<file path="config.mk">
export PLATFORM = sky130hd
export DESIGN_NAME = blockram_arbiter
export DESIGN_NICKNAME = d
export VERILOG_FILES = /design/src/rtl/blockram_pkg.sv /design/src/rtl/lsu_align.sv /design/src/rtl/blockram_arbiter.sv
export SDC_FILE = /design/constraint.sdc
export NUM_CORES = 1
export LEC_CHECK = 0
export CORE_AREA = 2 2 106 108
export CTS_CLUSTER_SIZE = 28
export DETAILED_ROUTE_END_ITERATION = 8
export DIE_AREA = 0 0 108 110
export HOLD_SLACK_MARGIN = 0.15
export PLACE_DENSITY = 0.74
export SLEW_MARGIN = 20
export SYNTH_ARGS = -nofsm -noshare
export SYNTH_HDL_FRONTEND = slang
export SYNTH_HIERARCHICAL = 1
export SYNTH_SLANG_ARGS = --single-unit
</file>
<file path="constraint.sdc">
create_clock -name clk_i -period 2.4 [get_ports clk_i]
set_clock_uncertainty 0.2 [all_clocks]
set_input_delay 0.48 -clock clk_i [delete_from_list [all_inputs] [get_ports clk_i]]
set_output_delay 0.48 -clock clk_i [all_outputs]
set_load 0.05 [all_outputs]
</file>
<file path="src/rtl/blockram_pkg.sv">
// Shared encodings for the blockram arbiter: access sizes, response owner and bytes per word.
package blockram_pkg;

  localparam int unsigned BYTES = 4;

  localparam logic [1:0] SZ_BYTE = 2'd0;
  localparam logic [1:0] SZ_HALF = 2'd1;
  localparam logic [1:0] SZ_WORD = 2'd2;

  typedef enum logic [1:0] {
    OWN_NONE = 2'd0,
    OWN_I    = 2'd1,
    OWN_D    = 2'd2
  } owner_e;

endpackage

</file>
<file path="src/rtl/lsu_align.sv">
// Load/store lane handling: store byte enables and lane replication, misalignment detection,
// and load lane extraction with sign/zero extension.
module lsu_align
  import blockram_pkg::*;
(
  input  logic [1:0]  st_size_i,
  input  logic [1:0]  st_addr_i,
  input  logic [31:0] st_wdata_i,
  output logic [3:0]  st_be_o,
  output logic [31:0] st_wdata_o,
  output logic        st_err_o,
  input  logic [1:0]  ld_size_i,
  input  logic        ld_unsigned_i,
  input  logic [1:0]  ld_addr_i,
  input  logic [31:0] ld_rdata_i,
  output logic [31:0] ld_data_o
);

  logic [31:0] ld_shifted;

  always_comb begin
    st_err_o   = 1'b0;
    st_be_o    = 4'b0000;
    st_wdata_o = 32'h0;
    unique case (st_size_i)
      SZ_BYTE: begin
        st_be_o    = 4'b0001 << st_addr_i;
        st_wdata_o = {BYTES{st_wdata_i[7:0]}};
      end
      SZ_HALF: begin
        st_err_o   = st_addr_i[0];
        st_be_o    = 4'b0011 << st_addr_i;
        st_wdata_o = {2{st_wdata_i[15:0]}};
      end
      SZ_WORD: begin
        st_err_o   = (st_addr_i != 2'b00);
        st_be_o    = 4'b1111;
        st_wdata_o = st_wdata_i;
      end
      default: st_err_o = 1'b1;
    endcase
    // Erroneous accesses must never touch the RAM.
    if (st_err_o) begin
      st_be_o = 4'b0000;
    end
  end

  always_comb begin
    ld_shifted = ld_rdata_i >> {ld_addr_i, 3'b000};
    ld_data_o  = 32'h0;
    unique case (ld_size_i)
      SZ_BYTE: ld_data_o = ld_unsigned_i ? {24'h0, ld_shifted[7:0]}
                                         : {{24{ld_shifted[7]}}, ld_shifted[7:0]};
      SZ_HALF: ld_data_o = ld_unsigned_i ? {16'h0, ld_shifted[15:0]}
                                         : {{16{ld_shifted[15]}}, ld_shifted[15:0]};
      SZ_WORD: ld_data_o = ld_shifted;
      default: ld_data_o = 32'h0;
    endcase
  end

endmodule

</file>
<file path="src/rtl/blockram_arbiter.sv">
// Shares one single-port byte-enabled blockram between instruction fetch (I) and load/store (D),
// with a bounded D streak so a pending fetch cannot starve.
module blockram_arbiter
  import blockram_pkg::*;
#(
  parameter int unsigned ADDRESS_WIDTH = 32,
  parameter int unsigned DATA_WIDTH    = 32,
  parameter int unsigned MAX_D_STREAK  = 4
) (
  input  logic                     clk_i,
  input  logic                     rst_ni,
  input  logic                     i_req_i,
  input  logic [ADDRESS_WIDTH-1:0] i_addr_i,
  output logic                     i_gnt_o,
  output logic                     i_rvalid_o,
  output logic [DATA_WIDTH-1:0]    i_rdata_o,
  input  logic                     d_req_i,
  input  logic                     d_we_i,
  input  logic [1:0]               d_size_i,
  input  logic                     d_unsigned_i,
  input  logic [ADDRESS_WIDTH-1:0] d_addr_i,
  input  logic [DATA_WIDTH-1:0]    d_wdata_i,
  output logic                     d_gnt_o,
  output logic                     d_rvalid_o,
  output logic [DATA_WIDTH-1:0]    d_rdata_o,
  output logic                     d_err_o,
  output logic [ADDRESS_WIDTH-1:0] mem_addr_o,
  output logic [3:0]               mem_be_o,
  output logic [DATA_WIDTH-1:0]    mem_wdata_o,
  output logic                     mem_we_o,
  input  logic [DATA_WIDTH-1:0]    mem_rdata_i
);

  localparam logic [3:0] MaxStreak = 4'(MAX_D_STREAK);

  logic [3:0]            streak_q, streak_d;
  owner_e                owner_q, owner_d;
  logic [1:0]            size_q, addr_q;
  logic                  unsigned_q, we_q, err_q;
  logic [3:0]            st_be;
  logic [DATA_WIDTH-1:0] st_wdata, ld_data;
  logic                  st_err;

  lsu_align u_lsu_align (
    .st_size_i     (d_size_i),
    .st_addr_i     (d_addr_i[1:0]),
    .st_wdata_i    (d_wdata_i),
    .st_be_o       (st_be),
    .st_wdata_o    (st_wdata),
    .st_err_o      (st_err),
    .ld_size_i     (size_q),
    .ld_unsigned_i (unsigned_q),
    .ld_addr_i     (addr_q),
    .ld_rdata_i    (mem_rdata_i),
    .ld_data_o     (ld_data)
  );

  always_comb begin
    d_gnt_o = d_req_i & ~(i_req_i & (streak_q == MaxStreak));
    i_gnt_o = i_req_i & ~d_gnt_o;

    streak_d = streak_q;
    if (!i_req_i || i_gnt_o) begin
      streak_d = 4'd0;
    end else if (d_gnt_o && (streak_q != MaxStreak)) begin
      streak_d = streak_q + 4'd1;
    end

    mem_addr_o  = '0;
    mem_be_o    = 4'b0000;
    mem_wdata_o = '0;
    mem_we_o    = 1'b0;
    owner_d     = OWN_NONE;
    if (d_gnt_o) begin
      mem_addr_o  = d_addr_i;
      mem_be_o    = st_be;
      mem_wdata_o = st_wdata;
      mem_we_o    = d_we_i & ~st_err;
      owner_d     = OWN_D;
    end else if (i_gnt_o) begin
      mem_addr_o = i_addr_i;
      owner_d    = OWN_I;
    end
  end

  always_ff @(posedge clk_i or negedge rst_ni) begin
    if (!rst_ni) begin
      streak_q   <= 4'd0;
      owner_q    <= OWN_NONE;
      size_q     <= SZ_BYTE;
      addr_q     <= 2'b00;
      unsigned_q <= 1'b0;
      we_q       <= 1'b0;
      err_q      <= 1'b0;
    end else begin
      streak_q   <= streak_d;
      owner_q    <= owner_d;
      size_q     <= d_size_i;
      addr_q     <= d_addr_i[1:0];
      unsigned_q <= d_unsigned_i;
      we_q       <= d_we_i;
      err_q      <= st_err;
    end
  end

  always_comb begin
    i_rvalid_o = (owner_q == OWN_I);
    i_rdata_o  = mem_rdata_i;
    d_rvalid_o = (owner_q == OWN_D);
    d_err_o    = d_rvalid_o & err_q;
    d_rdata_o  = (d_rvalid_o && !we_q && !err_q) ? ld_data : '0;
  end

endmodule

</file>
==> run_results.csv, run 1 <==
group,metric,value,unit
outcome,status,"complete, but fails checks",
outcome,violations,"negative setup slack",
grt,antenna_found_initial,0,
route,drtAntennaViolNets,0,
logic_synthesis,synthFlopType,"dfrtp_1",
timing,fmax,0.3734,GHz
route,drc_errors,0,
route,avgRoutedWirePerCell,23.28,microns
worst_setup_path,path_buf_inv,1,
clock_tree,cts_sinks,13,
grt,track_usage,30.22,%
place,port_buffers,273,
pwr,p_leak,3.779,nW
worst_setup_path,reg2regPathDepth,9,
place,dp_hpwl,12.81,mm
finish,layout-drive-gt1-share,50.27,%
clock_tree,clock_insertion_delay_worst_skew,0.24,ns
worst_setup_path,crit_fanout,7,
worst_setup_path,worstSetupPathType,"reg2out",
timing,setup_viol,76,
timing,fin_ws,-0.2779,ns
worst_setup_path,timing.critical_path.cells,"mux2_4, mux2i_4, or4_4, o21ai_1, and2_4, buf_12",
logic_synthesis,synthCells,456,
logic_synthesis,yosysUniqueCellTypes,42,
grt,gr-total-overflow,0,
route,first_pass_iters,7,
clock_tree,cts_made_buffers,3,
logic_synthesis,synth_edf_count,0,
pwr,power.density,278.4,mW/mm^2
finish,fin_nets,887,
job,maxCapViolCount,0,
floorplanning,core.rowCount,38,
route,drt-initial-drc-count,328,
floorplanning,initial_core_util,28.98,%
clock_tree,cts_root_buf,"clkbuf_8",
timing,slew_violations,0,
route,num_vias,4954,
worst_setup_path,arrival,2.00,ns
timing,tightestPinTransition,0.5651,ns
place,placed_area,0.006978,sq mm
floorplanning,die_area,0.01188,sq mm
timing,finalCritPeriodShare,111.6,%
worst_setup_path,crit_slowest_cell,"or4_4",
clock_tree,path_clk_slew,0.06,ns
grt,grt_pass1_wl,28.00,mm
worst_setup_path,path_depth,6,
pwr,ir_drop,173.6,uV
worst_setup_path,start_kind,"flip-flop",
clock_tree,htree_levels,1,
route,routed_wl,20.68,mm
floorplanning,die_y,110,microns
floorplanning,core,0.01070,sq mm
timing,hold_violations,0,
finish,fin_util,79.25,%
grt,grt_max_degree,37,
floorplanning,ios,274,
logic_synthesis,yosysSeqAreaShare,10.49,%
grt,grt_pass1_vias,5119,
finish,antenna_cells,0,
route,routed_via_density,5.579,
worst_setup_path,cp-end-kind,"primary output",
timing,relSlewSlack,62.21,%
logic_synthesis,async_reset_ff_share,100.0,%
logic_synthesis,syn_avg_cell_area,6.799,sq um
clock_tree,clock_path_buffers,2,
logic_synthesis,synthesis.area,0.003100,sq mm
worst_setup_path,cpPeakStageDelay,0.58,ns
place,place.gp.congestion,0.9042,
worst_hold_path,holdCritPathClass,"in2async",
worst_setup_path,critical_path_required,1.72,ns
timing,fin_crit,2.678,ns
logic_synthesis,syn_nets,594,
finish,fin_area,0.008478,sq mm
timing,rsz0062_at_grt,"yes",
worst_setup_path,crit_family,"simple AND/OR/NAND/NOR gates",
logic_synthesis,synth_warnings,6,
floorplanning,fp.dieW,108,microns
finish,area_growth_syn_to_layout,173.4,%
clock_tree,tritoncts,"yes",
logic_synthesis,ys_seq_elements,13,
clock_tree,hold_buffers,0,
## synthesized netlist by cell type (12+ instances only)
cell type	n	area, sq um
and2_1	36	225.2
dfrtp_1	13	325.3
nand3_1	33	165.2
clkbuf_1	19	71.32
a211oi_1	15	112.6
o21ai_0	36	180.2
a21oi_1	18	90.09
buf_4	32	240.2
nor2_1	22	82.58
nand2_1	48	180.2
a21o_1	16	120.1
mux2i_1	26	260.3
o21ai_2	19	166.4
buf_2	15	75.07
inv_1	12	45.04
and3_1	40	250.2
## path summary, 6_finish.rpt
kind	end	start	slack [ns]
worst max register to register	streak_q[0]	streak_q[0]	0.56
min in group clk_i	streak_q[0]	streak_q[0]	0.44
worst min register to register	streak_q[0]	streak_q[0]	0.44
worst max-delay path	d_rdata_o[12]	addr_q[1]	-0.28
worst min-delay path	owner_q[1]	rst_ni	0.40
max in group asynchronous	size_q[0]	rst_ni	1.19
## timing repair
action,in CTS,in global routing
gates cloned,10,1
buffers inserted,13,6
resized for setup,216,97
setup endpoints to repair,100,103
pin swaps,47,22
## registers in the layout, summed over array words and instances (netlist names)
| signal | count |
|---|---|
| streak_q | 4 |
| owner_q | 2 |
| we_q | 1 |
| err_q | 1 |
| addr_q | 2 |
| size_q | 2 |
| unsigned_q | 1 |
## power by group
part / switching, W / internal [W] / leakage, nW
Clock: 0.0000748 / 0.000114 / 0.0255
Sequential: 0.0000163 / 0.000230 / 0.159
Combinational: 0.000998 / 0.000928 / 3.60
## per-layer routing
metal	vias up	part of all wire (%)	global-route usage [%]
met5	-	0	0
met4	0	7.2	15.75
met3	107	9.5	7.643
met2	359	52	58.94
met1	2345	32	29.18
li1	2143	-	-
## layout by cell type, fill, tap and decap left out, types with 3 or more instances in the layout
cell and n:
inv_1 9, o21ai_4 32, a211oi_1 13, nand3_4 17
nor2_1 20, inv_2 3, buf_4 56, and2_4 10
buf_16 5, a21oi_1 16, buf_12 104, nor3b_4 3
a21o_1 16, nor2b_1 5, o21ai_2 17, and2_1 26
o21ai_0 8, o21ai_1 8, buf_2 4, and3_4 25
clkdlybuf4s50_1 119, buf_6 48, nand2_1 48, buf_8 12
and3_1 14, clkbuf_8 3, dfrtp_1 11, mux2i_1 24
nand3_1 15, dlygate4sd2_1 6, dlymetal6s2s_1 5
## cell families (layout without fill, tap and decap cells)
| family | after synthesis | count (layout) | share of synthesized area (%) |
|---|---|---|---|
| DFF | 13 | 13 | 10.49 |
| and+or+nand+nor | 200 | 200 | 35.27 |
| buffers and inverters | 90 | 382 | 17.88 |
| muxes | 29 | 29 | 9.968 |
| xor gates and xnor gates | 4 | 4 | 1.130 |
| AOI/OAI and AO/OA | 118 | 118 | 24.46 |
| adders and majority gates | 2 | 2 | 0.8070 |
## layout make-up
cell class	instances	area, sq um
timing repair buffer	364	4757
multi-input combinational	353	3102
fill	539	2220
sequential	13	327.8
tap	140	175.2
inverter	13	61.31
clock buffer	3	41.29
timing repair inverter	1	8.758
clock inverter	1	5.005
## worst register-to-register path, delay by kind of cell (launching register included)
| family | cells | cell delay (ns) |
|---|---|---|
| buf+inv | 5 | 0.58 |
| flops | 1 | 0.40 |
| simple gates | 3 | 0.40 |
| fa+ha+maj | 1 | 0.14 |
## metrics by stage
stage	worst slack, ns	hold WS, ns	TNS [ns]	total power (W)	std cells
detailed placement	-0.5860	0.4457	-28.71	0.001857	859
global placement	-0.5149	0.3838	-25.63	0.001833	859
CTS	-0.3282	0.4145	-9.154	0.002234	885
floorplan	-0.3298	-0.01559	-1.104	0.001035	456
finish	-0.2779	0.4034	-8.721	0.002361	888
global route	-0.3537	0.4576	-13.44	0.002436	888
(Power assumes the default switching activity.)
==> run 2, diff against run 1 <==
--- a/config.mk
+++ b/config.mk
@@ -5,6 +5,7 @@
 export SDC_FILE = /design/constraint.sdc
 export NUM_CORES = 1
 export LEC_CHECK = 0
+export CAP_MARGIN = 20
 export CORE_AREA = 2 2 106 108
 export CTS_CLUSTER_SIZE = 28
 export DETAILED_ROUTE_END_ITERATION = 8
@@ -16,3 +17,4 @@
 export SYNTH_HDL_FRONTEND = slang
 export SYNTH_HIERARCHICAL = 1
 export SYNTH_SLANG_ARGS = --single-unit
+export TNS_END_PERCENT = 1
==> run_results.csv, run 2 (synthesis results as in run 1) <==
group,metric,value,unit
outcome,status,"complete, but fails checks",
outcome,violations,"negative setup slack",
timing,fin_ws,-0.2922,ns
worst_setup_path,start_kind,"flip-flop",
worst_setup_path,regToRegEndpoint,"streak_q[1]",
finish,final_common_cell,"clkdlybuf4s50_1",
timing,setup_viol,30,
pwr,ir_drop,204.1,uV
clock_tree,tritoncts,"yes",
floorplanning,fp.dieW,108,microns
clock_tree,cts_root_buf,"clkbuf_8",
floorplanning,initial_core_util,28.98,%
pwr,power.density,284.9,mW/mm^2
pwr,power.switching,0.0009604,W
finish,fill_cells,735,
worst_setup_path,critical_path_required,1.72,ns
clock_tree,hold_buffers,0,
worst_setup_path,r2r-start,"streak_q[0]",
grt,grt_max_degree,42,
job,maxCapViolCount,0,
route,num_vias,4581,
timing,rsz0062_at_grt,"yes",
clock_tree,htree_levels,1,
worst_setup_path,reg2regPathDepth,7,
worst_setup_path,path_buf_inv,2,
place,dp_hpwl,12.63,mm
route,routed_via_density,5.218,
clock_tree,cts_sinks,13,
finish,regMostFlops,"streak_q",
worst_hold_path,holdCritPathClass,"in2async",
finish,largest_reg_flops,4,
worst_setup_path,reg2reg_setup_slack,0.79,ns
grt,track_usage,24.67,%
route,drt-initial-drc-count,222,
worst_setup_path,crit_slowest_cell,"or4_4",
grt,gr-total-overflow,0,
timing,fin_crit,2.692,ns
pwr,p_seq_share,11.4,%
pwr,p_leak,3.418,nW
timing,setup_tns,-6.603,ns
clock_tree,path_clk_slew,0.05,ns
finish,fin_nets,876,
floorplanning,ios,274,
route,routed_wl,15.88,mm
grt,antenna_found_initial,1,
worst_setup_path,cp-startpoint,"addr_q[1]",
worst_setup_path,timing.critical_path.cells,"buf_6, mux2_4, mux2i_2, or4_4, o21ai_2, and2_4, buf_12",
pwr,finalPower,0.002136,W
route,avgRoutedWirePerCell,18.09,microns
route,drtAntennaViolNets,0,
timing,hold_violations,0,
route,first_pass_iters,4,
grt,grt_pass1_wl,23.20,mm
floorplanning,die_area,0.01188,sq mm
pwr,netSwitchingFraction,44.96,%
clock_tree,cts_made_buffers,3,
worst_setup_path,crit_family,"simple AND/OR/NAND/NOR gates",
timing,slew_violations,0,
worst_setup_path,arrival,2.01,ns
floorplanning,core.rowCount,38,
place,dp_cells,869,
floorplanning,core,0.01070,sq mm
worst_setup_path,crit_fanout,7,
finish,final_cell_mix,"122 x clkdlybuf4s50_1, 88 x buf_12, 72 x buf_4",
worst_setup_path,cp-end-kind,"primary output",
timing,fmax,0.3714,GHz
place,port_buffers,273,
pwr,p_clk_share,8.6,%
route,drc_errors,0,
timing,relSlewSlack,62.97,%
finish,area_growth_syn_to_layout,141.8,%
timing,tightestPinTransition,0.5537,ns
worst_setup_path,cpPeakStageDelay,0.52,ns
timing,finalCritPeriodShare,112.2,%
clock_tree,clock_path_buffers,2,
clock_tree,clock_insertion_delay_worst_skew,0.23,ns
timing,timing.hold.ws,0.4055,ns
finish,fin_util,70.08,%
pwr,combPwrFrac,80.0,%
pwr,p_int,0.001176,W
place,place.gp.congestion,0.8968,
finish,layout-drive-gt1-share,43.01,%
grt,grt_pass1_vias,4549,
floorplanning,die_y,110,microns
worst_setup_path,worstSetupPathType,"reg2out",
finish,layout.cells.non_filler,878,
## run 2: worst register-to-register path: stages, from the launching register on
cell and delay (ns):
dfrtp_1 0.41, inv_2 0.09, ha_4 0.14, nand4b_4 0.14, nand2_4 0.12, inv_8 0.08
buf_4 0.15, and3_1 0.18
## run 2: timing repair
action / CTS / global route
cloned: 1 / 0
endpoints found under the setup margin: 103 / 95
pin swaps: 10 / 15
gates resized for setup: 114 / 77
setup buffers: 3 / 0
## run 2: power groups by stage
stage | Sequential [W] | Combinational (W) | Clock, W
floorplan | 0.000240 | 0.000782 | 0
global placement | 0.000245 | 0.00156 | 0
detailed placement | 0.000246 | 0.00158 | 0
CTS | 0.000243 | 0.00164 | 0.000189
global route | 0.000245 | 0.00178 | 0.000202
finish | 0.000244 | 0.00171 | 0.000184
## run 2: stage by stage
stage | area (sq um) | setup WS [ns]
after floorplan | 3105 | -0.3298
after global placement | 6842 | -0.5125
after detailed placement | 6842 | -0.6039
after CTS | 7179 | -0.3205
after global routing | 7495 | -0.3495
final | 7497 | -0.2922
## run 2: routing by layer
layer  GRT usage (%)  up-vias  routed length, microns
li1                -     2121                       -
met1           24.25     2156                    5092
met3           6.761       36                    1563
met5               0        -                       0
met4           10.71        0                     605
met2           48.20      268                    8619
## run 2: area by class of cell
type	count	area, sq um	share of cell area (%)
clock buffers	4	45.04	0.6008
well taps	140	175.2	2.336
inverters	13	56.30	0.7510
diodes	1	2.502	0.03338
repair buffers	354	4304	57.41
multi-input cells	353	2587	34.51
flip-flops and latches	13	326.6	4.356
## run 2: worst max-delay path by stage
| stage | end | depth (start not counted) |
|---|---|---|
| 2_1_floorplan | mem_addr_o[0] | 6 |
| 3_3_place_gp | d_rdata_o[20] | 7 |
| 3_5_place_dp | d_rdata_o[28] | 7 |
| 4_1_cts | d_rdata_o[25] | 6 |
| 5_1_grt | d_rdata_o[19] | 6 |
| 6_report | d_rdata_o[12] | 7 |
==> run 3, diff against run 2 <==
--- a/config.mk
+++ b/config.mk
@@ -12,7 +12,7 @@
 export DIE_AREA = 0 0 108 110
 export HOLD_SLACK_MARGIN = 0.15
 export PLACE_DENSITY = 0.74
-export SLEW_MARGIN = 20
+export SLEW_MARGIN = 40
 export SYNTH_ARGS = -nofsm -noshare
 export SYNTH_HDL_FRONTEND = slang
 export SYNTH_HIERARCHICAL = 1
==> constraint.sdc (replaced) <==
create_clock -name clk_i -period 3.15 [get_ports clk_i]
set_clock_uncertainty 0.2 [all_clocks]
set_input_delay 0.63 -clock clk_i [delete_from_list [all_inputs] [get_ports clk_i]]
set_output_delay 0.63 -clock clk_i [all_outputs]
set_load 0.05 [all_outputs]
==> run_results.csv, run 3 (synthesis results as in run 1) <==
group,metric,value,unit
outcome,status,"complete, no violations",
route,drt-initial-drc-count,218,
floorplanning,core,0.01070,sq mm
timing,slew_violations,0,
route,drtAntennaViolNets,0,
grt,gr-total-overflow,0,
finish,area_growth_syn_to_layout,97.62,%
finish,layout-drive-gt1-share,27.54,%
floorplanning,die_y,110,microns
worst_setup_path,cp-end-kind,"primary output",
clock_tree,postCtsSetupBuffers,0,
grt,grt.busiest_layer,"met2",
job,maxCapViolCount,0,
floorplanning,fp.dieW,108,microns
route,first_pass_iters,4,
grt,grt_use_met1,20.48,%
timing,fmax,0.3245,GHz
finish,final_common_cell,"clkdlybuf4s50_1",
route,avgRoutedWirePerCell,16.93,microns
timing,fin_ws,0.06876,ns
worst_setup_path,arrival,2.25,ns
finish,antenna_cells,0,
worst_setup_path,crit_slowest_cell,"clkdlybuf4s50_1",
pwr,ir_drop,127.7,uV
worst_setup_path,start_kind,"input pin",
worst_setup_path,cpPeakStageDelay,0.62,ns
worst_setup_path,crit_fanout,6,
clock_tree,hold_buffers,0,
grt,groute.layer.met3.usage,5.761,%
pwr,finalPower,0.001412,W
pwr,p_leak,2.902,nW
timing,relSlewSlack,62.30,%
finish,fill_cells,1008,
grt,grt_max_degree,69,
clock_tree,cts_root_buf,"clkbuf_8",
worst_setup_path,worstSetupPathType,"in2out",
route,routed_wl,13.87,mm
place,dp_cells,815,
place,place.gp.congestion,0.8944,
worst_setup_path,critical_path_required,2.32,ns
clock_tree,htree_levels,1,
finish,fin_nets,818,
route,drc_errors,0,
grt,antenna_found_initial,1,
place,dp_hpwl,11.51,mm
worst_setup_path,timing.critical_path.cells,"clkdlybuf4s50_1, buf_4, mux2i_1, nor2_1, a21o_1, and3_1, buf_4",
clock_tree,cts_sinks,13,
timing,fin_crit,3.081,ns
floorplanning,ios,274,
timing,rsz0062_at_grt,"no",
clock_tree,tritoncts,"yes",
finish,regMostFlops,"streak_q",
grt,grt_pass1_wl,20.19,mm
route,num_vias,4118,
grt,met2_usage,43.85,%
worst_hold_path,holdCritPathClass,"reg2reg",
place,pre_cts_slack,-0.1339,ns
clock_tree,clock_insertion_delay_worst_skew,0.24,ns
floorplanning,die_area,0.01188,sq mm
pwr,power.density,230.4,mW/mm^2
place,port_buffers,273,
finish,final_cell_mix,"141 x clkdlybuf4s50_1, 92 x buf_4, 58 x buf_12",
clock_tree,clock_path_buffers,2,
timing,setup_viol,0,
clock_tree,path_clk_slew,0.06,ns
floorplanning,initial_core_util,28.98,%
finish,fin_area,0.006127,sq mm
timing,hold_violations,0,
finish,layout.cells.non_filler,819,
timing,tightestPinTransition,0.5637,ns
clock_tree,cts_made_buffers,3,
timing,finalCritPeriodShare,97.82,%
worst_setup_path,cp_common_cell,"buf_4",
grt,track_usage,21.51,%
finish,largest_reg_flops,4,
place,placed_area,0.006086,sq mm
route,routed_via_density,5.028,
grt,grt_pass1_vias,3975,
floorplanning,core.rowCount,38,
[run 3: changes by cell type in the layout (fill, tap and decap cells not counted), sizes merged]
cell           previous run  this run
clkdlybuf4s15             1         0
clkinv                    0         1
dlygate4sd2               8         4
diode                     1         0
buf                     222       151
clkdlybuf4s50           122       141
clkbuf                    5         3
[run 3: path summary, 6_finish.rpt]
check,startpoint,endpoint,slack [ns],depth (start not counted)
min reg2reg,streak_q[0],streak_q[0],0.42,2
max reg2reg,streak_q[0],streak_q[3],1.45,6
max,d_size_i[0],mem_wdata_o[27],0.07,7
min,streak_q[0],streak_q[0],0.42,2
min in group asynchronous,rst_ni,owner_q[0],0.55,1
max in group asynchronous,rst_ni,addr_q[0],1.82,1
[run 3: timing repair]
item                       4_1_cts  5_1_grt
setup endpoints to repair       23        1
pin swaps                        1        1
gates cloned                     0        0
resized for setup                4        0
[run 3: routing by layer]
metal  wire length [microns]  part of all wire (%)
met5                       0                     0
met4                     365                   2.6
met3                    1390                    10
met2                    7425                    54
met1                    4687                    34
[run 3: layout make-up]
| class | count | area, sq um | area share (%) |
|---|---|---|---|
| timing repair buffer | 296 | 3303 | 53.91 |
| multi-input combinational | 353 | 2226 | 36.33 |
| sequential | 13 | 325.3 | 5.309 |
| tap | 140 | 175.2 | 2.859 |
| inverter | 13 | 51.30 | 0.8372 |
| clock buffer | 3 | 41.29 | 0.6739 |
| clock inverter | 1 | 5.005 | 0.08168 |
[run 3: metrics by stage]
stage               utilization [%]  setup TNS [ns]  hold slack (ns)
CTS                           57.27               0           0.4193
floorplan                         -               0           0.1344
global route                  57.27               0           0.4478
finish                        57.27               0           0.4220
detailed placement            56.89          -2.532           0.4109
global placement              56.89          -1.746           0.3829
[run 3: power by group]
part / internal (W) / switching [W] / leakage, nW
logic: 0.000486 / 0.000598 / 2.72
clock network: 0.0000870 / 0.0000555 / 0.0255
registers: 0.000175 / 0.0000110 / 0.161
total: 0.000747 / 0.000664 / 2.90
[run 3: worst max-delay path: cells and delay by family]
| kind | cells | cell delay, ns |
|---|---|---|
| buffers and inverters | 3 | 1.02 |
| AND/OR/NAND/NOR | 2 | 0.23 |
| AO/OA/AOI/OAI | 1 | 0.16 |
| multiplexers | 1 | 0.20 |
